<file path="config.mk">
export PLATFORM = sky130hd
export DESIGN_NAME = alu_arbiter
export DESIGN_NICKNAME = d
export VERILOG_FILES = /design/src/rtl/alu_arb_pkg.sv /design/src/rtl/alu.sv /design/src/rtl/alu_arbiter_rr_arbiter.sv /design/src/rtl/alu_arbiter.sv
export SDC_FILE = /design/constraint.sdc
export NUM_CORES = 1
export LEC_CHECK = 0
export BUFFER_PORTS_ARGS = -buffer_cell sky130_fd_sc_hd__buf_2
export CORE_UTILIZATION = 42
export CTS_BUF_LIST = sky130_fd_sc_hd__clkbuf_2
export DETAILED_ROUTE_END_ITERATION = 8
export PLACE_DENSITY = 0.9
export SLEW_MARGIN = 10
export SYNTH_ARGS = -nofsm -noshare
export SYNTH_HDL_FRONTEND = slang
export SYNTH_SLANG_ARGS = --single-unit
</file>
<file path="constraint.sdc">
create_clock -name clk -period 3.24 [get_ports clk]
set_input_delay 0.486 -clock clk [delete_from_list [all_inputs] [get_ports clk]]
set_output_delay 0.486 -clock clk [all_outputs]
set_load 0.02 [all_outputs]
</file>
<file path="src/rtl/alu_arb_pkg.sv">
// Shared types for the ALU arbiter: operation encoding and the ID-width helper.
package alu_arb_pkg;

    typedef enum logic [1:0] {
        ALU_ADD = 2'b00,
        ALU_SUB = 2'b01,
        ALU_AND = 2'b10,
        ALU_OR  = 2'b11
    } alu_op_e;

    function automatic int id_width(input int m);
        return (m <= 1) ? 1 : $clog2(m);
    endfunction

endpackage

</file>
<file path="src/rtl/alu.sv">
// Combinational N-bit ALU; results wrap modulo 2^N with carry/borrow discarded.
module alu
    import alu_arb_pkg::*;
#(
    parameter int N = 4
) (
    input  alu_op_e        op,
    input  logic [N-1:0]   a,
    input  logic [N-1:0]   b,
    output logic [N-1:0]   y
);

    always_comb begin
        y = '0;
        unique case (op)
            ALU_ADD: y = a + b;
            ALU_SUB: y = a - b;
            ALU_AND: y = a & b;
            ALU_OR:  y = a | b;
            default: y = '0;
        endcase
    end

endmodule

</file>
<file path="src/rtl/alu_arbiter_rr_arbiter.sv">
// Rotating-priority arbiter: the search starts one past ptr and wraps at M-1.
module rr_arbiter #(
    parameter int M   = 4,
    parameter int IDW = 2
) (
    input  logic [M-1:0]   req,
    input  logic           en,
    input  logic [IDW-1:0] ptr,
    output logic [M-1:0]   grant,
    output logic [IDW-1:0] idx
);

    logic found;
    int   cand;

    always_comb begin
        grant = '0;
        idx   = '0;
        found = 1'b0;
        cand  = 0;
        for (int k = 1; k <= M; k++) begin
            cand = (int'(ptr) + k) % M;
            if (!found && req[cand]) begin
                found       = 1'b1;
                grant[cand] = en;
                idx         = IDW'(cand);
            end
        end
    end

endmodule

</file>
<file path="src/rtl/alu_arbiter.sv">
// Shares one ALU among M valid/ready requesters with a registered, held response.
// Define ALU_ARB_RR_EN for round-robin; otherwise the lowest valid index always wins.
module alu_arbiter
    import alu_arb_pkg::*;
#(
    parameter int N   = 4,
    parameter int M   = 4,
    parameter int IDW = id_width(M)
) (
    input  logic             clk,
    input  logic             reset,
    input  logic [M-1:0]     req_valid,
    output logic [M-1:0]     req_ready,
    input  logic [M*N-1:0]   req_opnd1,
    input  logic [M*N-1:0]   req_opnd2,
    input  logic [M*2-1:0]   req_op,
    output logic             rsp_valid,
    input  logic             rsp_ready,
    output logic [IDW-1:0]   rsp_id,
    output logic [N-1:0]     rsp_result
);

    logic           can_issue;
    logic [M-1:0]   grant;
    logic [IDW-1:0] win_idx;
    logic [IDW-1:0] ptr;
    logic [N-1:0]   alu_a;
    logic [N-1:0]   alu_b;
    alu_op_e        alu_op;
    logic [N-1:0]   alu_y;

    // Grants are suppressed during reset so no operation is lost to a dropped response.
    assign can_issue = (!rsp_valid || rsp_ready) && !reset;
    assign req_ready = grant;

`ifdef ALU_ARB_RR_EN
    logic [IDW-1:0] last;

    always_ff @(posedge clk) begin
        if (reset)
            last <= IDW'(M - 1);
        else if (|grant)
            last <= win_idx;
    end

    assign ptr = last;
`else
    // A pointer pinned at M-1 makes the rotating search a fixed lowest-index priority.
    assign ptr = IDW'(M - 1);
`endif

    rr_arbiter #(
        .M   (M),
        .IDW (IDW)
    ) u_arb (
        .req   (req_valid),
        .en    (can_issue),
        .ptr   (ptr),
        .grant (grant),
        .idx   (win_idx)
    );

    assign alu_a  = req_opnd1[win_idx*N +: N];
    assign alu_b  = req_opnd2[win_idx*N +: N];
    assign alu_op = alu_op_e'(req_op[win_idx*2 +: 2]);

    alu #(
        .N (N)
    ) u_alu (
        .op (alu_op),
        .a  (alu_a),
        .b  (alu_b),
        .y  (alu_y)
    );

    always_ff @(posedge clk) begin
        if (reset) begin
            rsp_valid  <= 1'b0;
            rsp_id     <= '0;
            rsp_result <= '0;
        end else if (|grant) begin
            rsp_valid  <= 1'b1;
            rsp_id     <= win_idx;
            rsp_result <= alu_y;
        end else if (rsp_ready) begin
            rsp_valid  <= 1'b0;
        end
    end

endmodule

</file>
==> results of run 1 <==
==> cell type report <==
type	instances	share of cell area (%)
Sequential cell	7	9.58
Inverter	11	2.82
Timing Repair Buffer	69	25.7
Multi-Input combinational cell	109	58.0
Clock buffer	4	1.37
Tap cell	30	2.57
==> sequential cells by signal, summed over array words and instances, names as in the netlist <==
register    flops
rsp_valid       1
rsp_id          2
rsp_result      4
==> where the power goes <==
group | switching [W] | internal (W) | total [W]
clock | 0.0000335 | 0.0000328 | 0.0000663
combinational | 0.000135 | 0.000131 | 0.000266
sequential | 0.00000695 | 0.0000995 | 0.000106
==> synth_stat cells (2+ instances only) <==
library cell	instances	share of area (%)
dfxtp_1	7	13
a311o_1	2	1.9
o21ai_1	4	1.9
nor3_1	3	1.4
inv_2	3	1.0
a311oi_1	3	2.4
a31oi_1	2	1.2
nand2_1	6	2.1
o21ai_0	4	1.9
a21oi_1	13	6.0
nand2b_1	4	2.3
maj3_1	2	1.9
buf_6	3	3.1
or2_1	2	1.2
nand3_1	5	2.3
nor2_1	9	3.1
a21o_1	2	1.4
inv_1	7	2.4
nor2_2	4	2.3
nor3b_1	2	1.4
ha_1	6	6.9
xnor2_1	2	1.6
or3b_1	2	1.6
buf_2	2	0.93
o21a_1	2	1.4
mux2i_1	6	5.6
==> worst max-delay path: stages <==
cell and delay [ns]:
buf_2 0.17, or2_1 0.33, o21ai_1 0.14, a311oi_2 0.39, inv_2 0.07, ha_1 0.29
mux2i_1 0.14, ha_1 0.25, a21o_1 0.15, a21oi_1 0.16, xnor2_1 0.16, xnor3_1 0.32
o21ai_1 0.11
==> metrics by stage <==
| step | instances | total power, W | instance area [um^2] | worst slack [ns] |
|---|---|---|---|---|
| finish | 230 | 0.000439 | 1460 | 0.242 |
| global route | 230 | 0.000474 | 1460 | 0.0561 |
| CTS | 230 | 0.000440 | 1460 | 0.257 |
| detailed placement | 226 | 0.000373 | 1440 | 0.00327 |
| global placement | 226 | 0.000369 | 1440 | 0.116 |
| floorplan | 133 | 0.000291 | 1080 | 0.190 |
==> worst min path at each step <==
stage                  start             to  slack (ns)
3_3_place_gp   rsp_result[0]  rsp_result[0]        0.45
5_1_grt                reset      rsp_valid        0.45
2_1_floorplan  rsp_result[0]  rsp_result[0]        0.53
4_1_cts                reset      rsp_id[0]        0.46
6_report       rsp_result[0]  rsp_result[0]        0.47
3_5_place_dp       rsp_id[1]      rsp_id[1]        0.45
==> routing by layer <==
layer | GRT usage (%) | vias up | part of all wire, %
met5 | 0 | - | 0
li1 | - | 628 | -
met3 | 4.64 | 4 | 6.4
met1 | 28.8 | 538 | 46
met4 | 2.63 | 0 | 1.1
met2 | 42.2 | 50 | 46
==> cell families after synthesis <==
| logic type | count (synthesis) | synth area share [%] |
|---|---|---|
| compound gates | 44 | 31.8 |
| simple gates | 43 | 22.8 |
| buf+inv | 17 | 8.56 |
| fa+ha+maj | 10 | 11.7 |
| mux | 8 | 7.64 |
| flops | 7 | 13.0 |
| xor+xnor | 4 | 4.51 |
==> run_results.csv, run 1 <==
group,metric,value,unit
synth,ys_seq_area_share,13.0,%
synth,synth-main-ff-cell,"dfxtp_1",
clock_tree,clkTransAtPathRegs,0.08,ns
critical_path,end_kind,"flop",
critical_path,reg2regPathDepth,5,
place,gp_congestion,0.888,
clock_tree,ctsHoldBuffers,0,
sta,fmax,334,MHz
clock_tree,cts.sinks,7,
drt,via_count,1220,
sta,relSlewSlack,50.1,%
synth,synth_fp_nets,187,
synth,ys.warnings.count,0,
finish,finalCoreUtilization,59.6,%
grt,grt_pass1_wl,4870,um
finish,drive_gt1_share,45.0,%
grt,grt_pass1_vias,1169,
finish,antenna_cells,0,
clock_tree,htreeDepth,1,
grt,grt_usage,23.3,%
floorplan,die-area,0.00278,mm^2
critical_path,path_class,"primary input to flop",
grt,overflow,0,
drt,drc,0,
place,hpwl,2520,um
hold_path,hp-class,"flop to flop",
sta,setup_tns,0,ns
synth,synth.distinct_cells,52,
grt,antenna_found_initial,0,
floorplan,rows,18,
synth,synth-edff-count,0,
drt,dr.pass1.iters,4,
floorplan,die_x,52.7,um
sta,hold_violations,0,
sta,holdWs,0.467,ns
floorplan,pin_count,58,
drt,vias_per_cell,5.30,
power_and_ir_drop,power_density,300,mW/mm^2
finish,final_cell_mix,"57 x buf_2, 13 x a21oi_1, 12 x buf_4",
sta,finClkSkew,0.0138,ns
drt,initialDrtViolationCount,25,
floorplan,dieHeight,52.7,um
drt,drt-wirelength-per-cell,12.8,um
run_status,status,"finished clean",
sta,period_needed,3.00,ns
clock_tree,cts_resized,0,
job,max_cap_viol_count,0,
synth,ys_ff_latch,7,
drt,wl,2940,um
finish,final_common_cell,"buf_2",
critical_path,endpoint,"rsp_result[3]",
critical_path,cp.arrival,3.18,ns
drt,ant_nets,0,
critical_path,crit_path_start,"req_valid[1]",
finish,multi_input_area,848,um^2
clock_tree,root_buffer,"clkbuf_2",
place,port_buffers,57,
critical_path,r2r-end,"rsp_id[1]",
floorplan,initial_core_util,44.0,%
synth,async_flop_share,0,%
clock_tree,cts.path.max_buffers,2,
critical_path,r2r_slack,1.55,ns
synth,avgSynthCellArea,8.13,um^2
synth,syn_inst,133,
hold_path,hold_depth,2,
critical_path,worstReg2RegStart,"rsp_valid",
clock_tree,numCtsBuffers,3,
power_and_ir_drop,irDropWorstVdd,0.357,mV
finish,seq_area,140,um^2
finish,area_growth,35.3,%
critical_path,crit_fanout,10,
synth,syn_area,0.00108,mm^2
grt,grt_max_degree,11,
clock_tree,clk_latency,0.24,ns
finish,layout.nets,255,
floorplan,core-area,0.00245,mm^2
finish,fillCellCount,217,
clock_tree,cts_tree,"built",
clock_tree,cts_setup_buffers,0,
critical_path,required,3.42,ns
sta,maxSlewViolCount,0,
sta,worst_pin_slew,0.748,ns
sta,finalSetupViolations,0,
power_and_ir_drop,p_leak,0.718,nW
sta,period_share,92.5,%
sta,grt_setup_unrepaired,"false",
critical_path,worst_setup_path_start_kind,"primary input",
(Power assumes the default switching activity.)
==> run 2, diff against run 1 <==
--- a/config.mk
+++ b/config.mk
@@ -6,10 +6,13 @@
 export NUM_CORES = 1
 export LEC_CHECK = 0
 export BUFFER_PORTS_ARGS = -buffer_cell sky130_fd_sc_hd__buf_2
-export CORE_UTILIZATION = 42
+export CORE_ASPECT_RATIO = 2
+export CORE_MARGIN = 5
+export CORE_UTILIZATION = 37
 export CTS_BUF_LIST = sky130_fd_sc_hd__clkbuf_2
 export DETAILED_ROUTE_END_ITERATION = 8
-export PLACE_DENSITY = 0.9
+export PLACE_DENSITY = 0.82
+export RECOVER_POWER = 25
 export SLEW_MARGIN = 10
 export SYNTH_ARGS = -nofsm -noshare
 export SYNTH_HDL_FRONTEND = slang
==> run 2 against run 1 <==
  * Clock power shrank 8.0%
  * Non-clock buffer count increased by 2
  * Maximum frequency decreased by 2.4%
  * Sequential power barely moved
  * Worst hold slack worse by 0.00067 ns
  * Sequential cell count is the same
  * Clock skew down 0.013 ns
  * Critical endpoint unchanged
  * Count of clock-buffer cells in the layout unchanged
  * Combinational power rose by 3%
  * Final cell count up 0.43%
  * Register-to-register slack improved by 0.03 ns
  * Setup slack lost 0.075 ns
==> run_results.csv, run 2 (same netlist as run 1, synthesis figures left out) <==
group,metric,value,unit
critical_path,worstReg2RegStart,"rsp_valid",
critical_path,r2r-end,"rsp_id[1]",
sta,hold_violations,0,
critical_path,end_kind,"flop",
run_status,status,"finished clean",
clock_tree,clk_latency,0.22,ns
drt,drc,0,
drt,drt-met1-wl,1160,um
clock_tree,numCtsBuffers,3,
clock_tree,clkTransAtPathRegs,0.06,ns
critical_path,crit_path_start,"req_valid[1]",
finish,largest_reg_flops,4,
drt,ant_nets,0,
sta,finalWorstSetupSlack,0.167,ns
grt,overflow,0,
critical_path,reg2regPathDepth,5,
clock_tree,cts_resized,0,
finish,drive_gt1_share,44.1,%
critical_path,r2r_slack,1.58,ns
drt,dr.pass1.iters,4,
grt,grt_max_degree,10,
floorplan,initial_core_util,39.0,%
clock_tree,cts.path.max_buffers,2,
floorplan,rows,27,
floorplan,die-area,0.00417,mm^2
critical_path,endpoint,"rsp_result[3]",
finish,reg_top3,"rsp_result: 4 flops, rsp_id: 2 flops, rsp_valid: 1 flops",
finish,top_register,"rsp_result",
place,gp_congestion,0.884,
drt,met2_length,2080,um
critical_path,crit_chain,"buf_2, or2_1, o21ai_1, a311oi_2, inv_2, ha_1, mux2i_1, ha_1, a21o_1, a21oi_1, xnor2_1, xnor3_1, o21ai_1",
drt,initialDrtViolationCount,22,
drt,met3_wirelength,159,um
power_and_ir_drop,irDropWorstVdd,0.235,mV
clock_tree,ctsHoldBuffers,0,
floorplan,core-area,0.00277,mm^2
drt,top_layer,"met4",
grt,antenna_found_initial,0,
floorplan,die_x,48.2,um
finish,finalCoreUtilization,53.2,%
critical_path,slowest_stage,"a311oi_2",
critical_path,worst_setup_path_start_kind,"primary input",
critical_path,crit_fanout,8,
critical_path,critPathMaxStageDelay,0.44,ns
sta,fmax,325,MHz
floorplan,dieHeight,86.4,um
critical_path,cp.arrival,3.23,ns
sta,setup_tns,0,ns
finish,area_growth,36.2,%
sta,period_share,94.8,%
grt,grt_pass1_vias,1359,
drt,wl,3480,um
sta,maxSlewViolCount,0,
finish,layout.nets,257,
sta,finClkSkew,0.000886,ns
finish,final_cell_mix,"54 x buf_2, 14 x buf_4, 13 x a21oi_1",
clock_tree,cts.sinks,7,
place,port_buffers,57,
finish,antenna_cells,0,
job,max_cap_viol_count,0,
grt,grt_pass1_wl,5440,um
finish,final_common_cell,"buf_2",
grt,grt_usage,17.3,%
clock_tree,cts_setup_buffers,0,
sta,grt_setup_unrepaired,"false",
sta,period_needed,3.07,ns
drt,drt-wirelength-per-cell,15.1,um
clock_tree,htreeDepth,1,
clock_tree,root_buffer,"clkbuf_2",
power_and_ir_drop,power_density,299,mW/mm^2
sta,worst_pin_slew,0.711,ns
critical_path,required,3.40,ns
drt,via_count,1255,
place,hpwl,3090,um
sta,relSlewSlack,52.6,%
place,pre_cts_slack,-0.0410,ns
drt,vias_per_cell,5.43,
power_and_ir_drop,p_leak,0.717,nW
sta,finalSetupViolations,0,
hold_path,hp-class,"primary input to flop",
critical_path,path_class,"primary input to flop",
floorplan,pin_count,58,
clock_tree,cts_tree,"built",
-- run 2: cell types whose count changed in the layout (fill, tap and decap cells not counted) --
cell / delta
buf_4: +2
buf_2: -3
clkbuf_1: +3
-- run 2: how the worst min path moves through the flow --
stage,slack (ns),cells past startpoint,from,to
2_1_floorplan,0.53,2,rsp_result[0],rsp_result[0]
6_report,0.47,2,reset,rsp_valid
5_1_grt,0.45,2,reset,rsp_valid
3_5_place_dp,0.46,1,rsp_id[1],rsp_id[1]
3_3_place_gp,0.45,1,rsp_id[1],rsp_id[1]
4_1_cts,0.45,2,reset,rsp_valid
-- run 2: final cells by class --
type                       count  area [um^2]
clock buffer                   4         20.0
fill                         288         1300
inverter                      11         41.3
multi-input combinational    109          848
sequential                     7          140
tap                           29         36.3
timing repair buffer          71          387
-- run 2: per-layer routing --
metal,track usage [%],up-vias
met3,1.25,8
met5,0,-
met4,10.0,0
li1,-,629
met1,16.0,581
met2,32.6,37
-- run 2: power breakdown --
group	total [W]	internal [W]	switching [W]
Sequential	0.000106	0.0000995	0.00000644
Clock	0.0000610	0.0000328	0.0000283
Combinational	0.000273	0.000133	0.000140
-- run 2: metrics by stage --
stage | power, W | hold slack, ns | area (um^2) | std cells
after global routing | 0.000477 | 0.449 | 1470 | 231
after detailed placement | 0.000381 | 0.456 | 1460 | 227
final | 0.000440 | 0.466 | 1470 | 231
after floorplan | 0.000291 | 0.531 | 1080 | 133
after global placement | 0.000374 | 0.447 | 1460 | 227
after CTS | 0.000446 | 0.448 | 1480 | 231
-- run 2: worst max-delay path, delay by kind of cell --
| kind | cells | cell delay, ns |
|---|---|---|
| AOI/OAI and AO/OA | 5 | 1.03 |
| xor gates and xnor gates | 2 | 0.48 |
| adders and majority gates | 2 | 0.54 |
| buffers and inverters | 2 | 0.22 |
| muxes | 1 | 0.13 |
| and+or+nand+nor | 1 | 0.33 |
